--- src/rtl/ccu_pkg.sv ---
// Shared definitions for the CCU snoop dispatcher: CRRESP bit positions and the
// dispatch state encoding.
package ccu_pkg;

   localparam int CR_DT  = 0;
   localparam int CR_ERR = 1;
   localparam int CR_PD  = 2;
   localparam int CR_IS  = 3;
   localparam int CR_WU  = 4;

   typedef enum logic [2:0] {
      IDLE    = 3'd0,
      ISSUE   = 3'd1,
      COLLECT = 3'd2,
      CR_OUT  = 3'd3,
      DATA    = 3'd4
   } dispatch_state_e;

endpackage

--- src/rtl/ace_ccu_snoop_rr_arb.sv ---
// N-way round-robin arbiter: combinational grant searched from the pointer,
// pointer moves past the winner only when the grant is taken.
module ace_ccu_snoop_rr_arb #(
   parameter int unsigned N    = 2,
   parameter int unsigned IdxW = (N > 1) ? $clog2(N) : 1
) (
   input  logic            clk,
   input  logic            rst_n,
   input  logic [N-1:0]    req,
   input  logic            hs,
   output logic [N-1:0]    gnt,
   output logic [IdxW-1:0] idx,
   output logic            any
);

   logic [IdxW-1:0] ptr_q;
   logic [IdxW:0]   cand;

   always_comb begin
      gnt  = '0;
      idx  = '0;
      any  = 1'b0;
      cand = '0;
      for (int i = 0; i < int'(N); i++) begin
         cand = {1'b0, ptr_q} + (IdxW+1)'(i);
         if (cand >= (IdxW+1)'(N)) cand = cand - (IdxW+1)'(N);
         if (!any && req[cand[IdxW-1:0]]) begin
            any                  = 1'b1;
            gnt[cand[IdxW-1:0]] = 1'b1;
            idx                  = cand[IdxW-1:0];
         end
      end
   end

   always_ff @(posedge clk or negedge rst_n) begin
      if (!rst_n) begin
         ptr_q <= '0;
      end else if (hs && any) begin
         ptr_q <= (idx == IdxW'(N-1)) ? '0 : idx + 1'b1;
      end
   end

endmodule

--- src/rtl/ace_ccu_snoop_dispatch.sv ---
// Snoop dispatcher: round-robin over NumPaths requesters, forks AC to masked caches,
// merges CR, forwards one cache's line and drains the rest. Optional perf counters
// are enabled by ACE_CCU_SNOOP_PERF_EN.
module ace_ccu_snoop_dispatch
   import ccu_pkg::*;
#(
   parameter int unsigned NumPaths    = 2,
   parameter int unsigned NumCaches   = 4,
   parameter int unsigned AddrWidth   = 64,
   parameter int unsigned LineWidth   = 512,
   parameter int unsigned CdDataWidth = 64
) (
   input  logic                             clk_i,
   input  logic                             rst_ni,
`ifdef ACE_CCU_SNOOP_PERF_EN
   output logic [31:0]                      perf_snoops_o,
   output logic [31:0]                      perf_data_o,
   output logic [31:0]                      perf_dirty_o,
`endif
   output dispatch_state_e                  dbg_state,
   input  logic [NumPaths-1:0]              path_ac_valid_i,
   output logic [NumPaths-1:0]              path_ac_ready_o,
   input  logic [NumPaths*AddrWidth-1:0]    path_ac_addr_i,
   input  logic [NumPaths*4-1:0]            path_ac_snoop_i,
   input  logic [NumPaths*NumCaches-1:0]    path_ac_mask_i,
   output logic [NumPaths-1:0]              path_cr_valid_o,
   input  logic [NumPaths-1:0]              path_cr_ready_i,
   output logic [4:0]                       path_cr_resp_o,
   output logic [NumPaths-1:0]              path_cd_valid_o,
   input  logic [NumPaths-1:0]              path_cd_ready_i,
   output logic [CdDataWidth-1:0]           path_cd_data_o,
   output logic                             path_cd_last_o,
   output logic [NumCaches-1:0]             ac_valid_o,
   input  logic [NumCaches-1:0]             ac_ready_i,
   output logic [AddrWidth-1:0]             ac_addr_o,
   output logic [3:0]                       ac_snoop_o,
   input  logic [NumCaches-1:0]             cr_valid_i,
   output logic [NumCaches-1:0]             cr_ready_o,
   input  logic [NumCaches*5-1:0]           cr_resp_i,
   input  logic [NumCaches-1:0]             cd_valid_i,
   output logic [NumCaches-1:0]             cd_ready_o,
   input  logic [NumCaches*CdDataWidth-1:0] cd_data_i,
   input  logic [NumCaches-1:0]             cd_last_i
);

   localparam int unsigned CdBeats = LineWidth / CdDataWidth;
   localparam int unsigned IdxW    = (NumPaths > 1) ? $clog2(NumPaths) : 1;
   localparam int unsigned CIdxW   = (NumCaches > 1) ? $clog2(NumCaches) : 1;
   localparam int unsigned CntW    = (CdBeats > 1) ? $clog2(CdBeats) : 1;

   dispatch_state_e       state_q, state_d;
   logic [IdxW-1:0]       owner_q;
   logic [AddrWidth-1:0]  addr_q;
   logic [3:0]            snoop_q;
   logic [NumCaches-1:0]  ac_pend_q, ac_pend_d;
   logic [NumCaches-1:0]  cr_pend_q, cr_pend_d;
   logic [NumCaches-1:0]  dt_q, dt_d;
   logic [NumCaches-1:0]  src_q, src_d;
   logic [4:0]            resp_q, resp_d;
   logic [CntW-1:0]       cnt_q, cnt_d;

   logic [NumPaths-1:0]   arb_req;
   logic [NumPaths-1:0]   gnt_oh;
   logic [IdxW-1:0]       gnt_idx;
   logic                  gnt_any;
   logic [NumCaches-1:0]  gnt_mask;
   logic [NumCaches-1:0]  cr_hs;
   logic [NumCaches-1:0]  cr_dt;
   logic [4:0]            cr_or;
   logic [NumCaches-1:0]  drain;
   logic                  sel_live;
   logic [CIdxW-1:0]      sel_idx;

   // Requests are only offered to the arbiter while idle, so a grant is a handshake.
   assign arb_req = path_ac_valid_i & {NumPaths{state_q == IDLE}};

   ace_ccu_snoop_rr_arb #(
      .N    (NumPaths),
      .IdxW (IdxW)
   ) u_arb (
      .clk   (clk_i),
      .rst_n (rst_ni),
      .req   (arb_req),
      .hs    (gnt_any),
      .gnt   (gnt_oh),
      .idx   (gnt_idx),
      .any   (gnt_any)
   );

   assign path_ac_ready_o = gnt_oh;
   assign gnt_mask        = path_ac_mask_i[gnt_idx*NumCaches +: NumCaches];
   assign ac_addr_o       = addr_q;
   assign ac_snoop_o      = snoop_q;
   assign path_cr_resp_o  = resp_q;
   assign path_cd_data_o  = cd_data_i[sel_idx*CdDataWidth +: CdDataWidth];
   assign dbg_state       = state_q;

   always_comb begin
      sel_idx = '0;
      for (int c = 0; c < int'(NumCaches); c++) begin
         if (src_q[c]) sel_idx = CIdxW'(c);
      end
   end

   always_comb begin
      state_d         = state_q;
      ac_pend_d       = ac_pend_q;
      cr_pend_d       = cr_pend_q;
      dt_d            = dt_q;
      src_d           = src_q;
      resp_d          = resp_q;
      cnt_d           = cnt_q;
      ac_valid_o      = '0;
      cr_ready_o      = '0;
      cd_ready_o      = '0;
      path_cr_valid_o = '0;
      path_cd_valid_o = '0;
      path_cd_last_o  = 1'b0;
      sel_live        = 1'b0;
      drain           = '0;
      cr_hs           = '0;
      cr_dt           = '0;
      cr_or           = '0;

      case (state_q)
         IDLE: begin
            if (gnt_any) begin
               ac_pend_d = gnt_mask;
               cr_pend_d = gnt_mask;
               resp_d    = '0;
               dt_d      = '0;
               src_d     = '0;
               cnt_d     = '0;
               state_d   = (gnt_mask == '0) ? CR_OUT : ISSUE;
            end
         end
         ISSUE: begin
            ac_valid_o = ac_pend_q;
            cr_ready_o = cr_pend_q & ~ac_pend_q;
            ac_pend_d  = ac_pend_q & ~ac_ready_i;
            if (ac_pend_d == '0) state_d = COLLECT;
         end
         COLLECT: begin
            cr_ready_o = cr_pend_q;
         end
         CR_OUT: begin
            path_cr_valid_o[owner_q] = 1'b1;
            if (path_cr_ready_i[owner_q]) begin
               if (dt_q != '0) begin
                  state_d = DATA;
                  src_d   = dt_q & (~dt_q + 1'b1);
                  cnt_d   = '0;
               end else begin
                  state_d = IDLE;
               end
            end
         end
         DATA: begin
            // The forwarding source is frozen at entry so draining caches never take over.
            sel_live   = |(dt_q & src_q);
            drain      = dt_q & ~src_q;
            cd_ready_o = drain;
            dt_d       = dt_q & ~(drain & cd_valid_i & cd_last_i);
            if (sel_live) begin
               path_cd_valid_o[owner_q] = cd_valid_i[sel_idx];
               cd_ready_o[sel_idx]      = path_cd_ready_i[owner_q];
               path_cd_last_o           = (cnt_q == CntW'(CdBeats-1));
               if (cd_valid_i[sel_idx] && path_cd_ready_i[owner_q]) begin
                  if (path_cd_last_o) begin
                     cnt_d = '0;
                     dt_d  = dt_d & ~src_q;
                  end else begin
                     cnt_d = cnt_q + 1'b1;
                  end
               end
            end
            if (dt_d == '0) state_d = IDLE;
         end
         default: state_d = IDLE;
      endcase

      // CR merge is shared by ISSUE (early responders) and COLLECT.
      cr_hs = cr_valid_i & cr_ready_o;
      for (int c = 0; c < int'(NumCaches); c++) begin
         if (cr_hs[c]) cr_or = cr_or | cr_resp_i[c*5 +: 5];
         cr_dt[c] = cr_hs[c] & cr_resp_i[c*5 + CR_DT];
      end
      resp_d    = resp_d | cr_or;
      dt_d      = dt_d | cr_dt;
      cr_pend_d = cr_pend_d & ~cr_hs;
      if (state_q == COLLECT && cr_pend_d == '0) state_d = CR_OUT;
   end

   always_ff @(posedge clk_i or negedge rst_ni) begin
      if (!rst_ni) begin
         state_q   <= IDLE;
         owner_q   <= '0;
         addr_q    <= '0;
         snoop_q   <= '0;
         ac_pend_q <= '0;
         cr_pend_q <= '0;
         dt_q      <= '0;
         src_q     <= '0;
         resp_q    <= '0;
         cnt_q     <= '0;
      end else begin
         state_q   <= state_d;
         ac_pend_q <= ac_pend_d;
         cr_pend_q <= cr_pend_d;
         dt_q      <= dt_d;
         src_q     <= src_d;
         resp_q    <= resp_d;
         cnt_q     <= cnt_d;
         if (state_q == IDLE && gnt_any) begin
            owner_q <= gnt_idx;
            addr_q  <= path_ac_addr_i[gnt_idx*AddrWidth +: AddrWidth];
            snoop_q <= path_ac_snoop_i[gnt_idx*4 +: 4];
         end
      end
   end

`ifdef ACE_CCU_SNOOP_PERF_EN
   always_ff @(posedge clk_i or negedge rst_ni) begin
      if (!rst_ni) begin
         perf_snoops_o <= '0;
         perf_data_o   <= '0;
         perf_dirty_o  <= '0;
      end else begin
         if (state_q == IDLE && gnt_any && perf_snoops_o != '1)
            perf_snoops_o <= perf_snoops_o + 1'b1;
         if (state_q == CR_OUT && state_d == DATA && perf_data_o != '1)
            perf_data_o <= perf_data_o + 1'b1;
         if (state_q == CR_OUT && path_cr_ready_i[owner_q] && resp_q[CR_PD] &&
             perf_dirty_o != '1)
            perf_dirty_o <= perf_dirty_o + 1'b1;
      end
   end
`endif

endmodule

--- config.mk ---
export PLATFORM = sky130hd
export DESIGN_NAME = ace_ccu_snoop_dispatch
export DESIGN_NICKNAME = d
export VERILOG_FILES = /design/src/rtl/ccu_pkg.sv /design/src/rtl/ace_ccu_snoop_rr_arb.sv /design/src/rtl/ace_ccu_snoop_dispatch.sv
export SDC_FILE = /design/constraint.sdc
export NUM_CORES = 1
export LEC_CHECK = 0
export CAP_MARGIN = 30
export CORE_AREA = 2 2 236 238
export CTS_CLUSTER_SIZE = 25
export DETAILED_ROUTE_END_ITERATION = 7
export DIE_AREA = 0 0 238 240
export SLEW_MARGIN = 15
export SYNTH_ARGS = -nofsm -noshare
export SYNTH_HDL_FRONTEND = slang
export SYNTH_SLANG_ARGS = --single-unit
--- constraint.sdc ---
create_clock -name clk_i -period 2.6 [get_ports clk_i]
set_input_delay 0.26 -clock clk_i [delete_from_list [all_inputs] [get_ports clk_i]]
set_output_delay 0.26 -clock clk_i [all_outputs]
set_load 0.01 [all_outputs]
==> flow_summary_export.csv <==
group,metric,value,unit
drt,ant_nets,0,
clock_network,clk_path_buf_depth,2,
synth,syn_inst,848,
global_routing,overflow,0,
synth,synth_area_leader_cell,"dfrtp_1",
sta,finalSetupTns,0,ps
final_layout,nets,1876,
synth,ys_top_cells_by_count,"169 x nand2_1, 115 x a22oi_1, 97 x dfrtp_1",
global_routing,grt.total_usage,14.1,%
synth,synth_area_per_cell,7.65,um^2
drt,wire_per_inst,19.9,um
synth,synth_area_leaders,"dfrtp_1 37%, a22oi_1 13%, nand2_1 9.8%",
global_routing,grt_max_degree,113,
place,place_inst,2115,
synth,synth-seq-cells,97,
setup_path,cp_max_fo,26,
synth,synth_edf_count,0,
drt,vias,9078,
floorplanning,io_pins,603,
synth,async_flop_share,100,%
sta,hold_violations,0,
clock_network,cts_htree_levels,3,
sta,setup_ws,84.0,ps
place,place_ws,-76.0,ps
global_routing,grt_pass1_wl,58700,um
clock_network,cts_buffers,9,
synth,netlist_area,6490,um^2
place,dpl_cell_area,13600,um^2
clock_network,clk_latency,380,ps
floorplanning,rows,86,
clock_network,clockRootBuffer,"clkbuf_16",
floorplanning,die_area,57100,um^2
sta,fin_crit_sh,96.8,%
drt,avgViaCountPerCell,4.23,
setup_path,slowest_delay,510,ps
drt,drt-pass1-iter-count,5,
synth,ys_warn_count,0,
place,gp_congestion,0.844,
sta,drv_slew,0,
final_layout,nFillCells,5956,
final_layout,stdcell_area,14100,um^2
floorplanning,die_h,240,um
setup_path,slowest_stage,"dfrtp_4",
place,hpwlAfterDp,34800,um
power_and_ir_drop,power,11.5,mW
flow_run,cap_violations,0,
floorplanning,start_util,11.9,%
status,outcome,"finished clean",
final_layout,multi_input_area,3790,um^2
floorplanning,die_w,238,um
clock_network,cts_sinks,97,
place,io_buffers,602,
final_layout,drive_gt1_share,7.46,%
drt,drc,0,
clock_network,clk_pin_slew,80,ps
power_and_ir_drop,leakagePower,5.48,nW
setup_path,end_kind,"primary output",
hold_path,hp-class,"in -> async",
synth,synth_most_common_cell,"nand2_1",
clock_network,cts_tree,"built",
setup_path,crit_arrival,2260,ps
synth,syn-num-nets,1294,
sta,finalSetupViolCount,0,
sta,worst_slew_pin_slew,700,ps
synth,yosys_most_used_dff,"dfrtp_1",
final_layout,final_util,25.8,%
sta,period_needed,2520,ps
sta,relSlewSlack,52.9,%
drt,drt_iter0_markers,456,
synth,ys_seq_area_share,37.4,%
power_and_ir_drop,ir_drop,0.000421,V
setup_path,critical_path_class,"reg -> out",
drt,postRouteWirelength,42800,um
sta,skew,21.3,ps
sta,hold_ws,397,ps
power_and_ir_drop,pwr_density_cell,815,nW/um^2
synth,post-synth-top-area-fraction,37.4,%
global_routing,antenna_found_initial,13,
sta,fmax,397,MHz
setup_path,worstSetupStartpointType,"register",
setup_path,critPathRequiredTime,2340,ps
synth,synth.distinct_cells,52,
floorplanning,core_area,54700,um^2
setup_path,path_cells,"nor3b_4, buf_12, bufbuf_16, a22oi_1, o21ai_0, dlygate4sd1_1",
final_layout,layout.cells.non_filler,2144,
final_layout,ff_latch_area,2440,um^2
global_routing,grt_pass1_vias,9009,
final_layout,syn_to_final_growth,117,%
-- worst paths after layout --
kind,startpoint,end,slack (ps),cells after the start
hold / removal,rst_ni,ac_addr_o[39]$_DFFE_PN0P_,400,2
min in group clk_i,cr_resp_i[12],path_cr_resp_o[2]$_DFF_PN0_,430,3
max in group asynchronous,rst_ni,owner_q$_DFFE_PN0P_,1460,3
setup / recovery,src_q[3]$_DFFE_PN0P_,path_cd_data_o[12],80,6
setup reg to reg,owner_q$_DFFE_PN0P_,cnt_q[0]$_DFFE_PN0P_,320,9
hold reg to reg,path_cr_resp_o[0]$_DFF_PN0_,path_cr_resp_o[0]$_DFF_PN0_,490,2
-- kinds of logic (layout without fill, tap and decap cells) --
logic type | Yosys count | after routing | share of synthesized area (%)
multiplexers | 10 | 10 | 1.76
other | 0 | 5 | 0
AND/OR/NAND/NOR | 330 | 330 | 22.6
adder cells (fa/ha/maj) | 2 | 2 | 0.386
buffers and inverters | 84 | 671 | 5.27
AO/OA/AOI/OAI | 325 | 325 | 32.6
flip-flops | 97 | 97 | 37.4
-- per-layer routing --
layer,global-route usage [%],wire length [um]
met4,7.06,1970
met1,15.1,15800
met5,0,26
met3,4.24,3910
met2,25.1,21000
-- area by class of cell --
cell class	instances	area share [%]
diodes	5	0.0889
clock buffers	11	1.65
clock inverters	5	0.435
inverters	5	0.133
multi-input cells	667	26.9
flip-flops and latches	97	17.3
well taps	704	6.26
repair buffers	650	47.2
-- worst max-delay path: cells and delay by family, from the launching register on --
family,cells,cell delay (ps)
AO/OA/AOI/OAI,2,270
buffers and inverters,3,840
AND/OR/NAND/NOR,1,240
flip-flops,1,510
-- flip-flops by register name, indices dropped and copies added (netlist names) --
signal and cells:
owner_q 1, u_arb.ptr_q 1, ac_addr_o 64, dbg_state 3
ac_pend_q 4, cnt_q 3, path_cr_resp_o 5, dt_q 4
src_q 4, cr_pend_q 4, ac_snoop_o 4
-- repair_timing --
action | CTS | global route
pin swaps | 1 | 1
gates resized for setup | 65 | 13
hold endpoints to repair | 38 | 0
setup endpoints to repair | 61 | 17
buffers inserted | 4 | 1
hold buffers | 1 | 0
gates cloned | 2 | 0
-- layout by cell type, fill, tap and decap left out, types with 3 or more instances in the layout --
| cell | instances |
|---|---|
| or3b_1 | 3 |
| and2_1 | 7 |
| diode_2 | 5 |
| o31ai_1 | 3 |
| a41oi_1 | 4 |
| a22oi_1 | 113 |
| nor2_1 | 87 |
| nand2b_1 | 11 |
| inv_1 | 4 |
| dfrtp_1 | 94 |
| nand2_1 | 169 |
| nand3b_1 | 4 |
| a21oi_1 | 30 |
| nand3_1 | 7 |
| a211oi_1 | 3 |
| buf_4 | 39 |
| clkdlybuf4s50_1 | 530 |
| and3_1 | 3 |
| clkbuf_16 | 9 |
| o21ai_0 | 72 |
| dlygate4sd2_1 | 49 |
| a21oi_2 | 3 |
| o21ai_2 | 3 |
| nor3b_1 | 21 |
| a31oi_1 | 70 |
| mux2i_1 | 7 |
| buf_12 | 23 |
| o21ai_1 | 7 |
-- power breakdown --
group / total (mW) / switching [mW] / leakage [nW] / internal (mW)
combinational: 7.39 / 3.72 / 4.21 / 3.67
sequential: 2.68 / 0.455 / 1.12 / 2.23
clock: 1.40 / 0.650 / 0.145 / 0.754
Note: power is estimated with default switching activity, not from simulation.
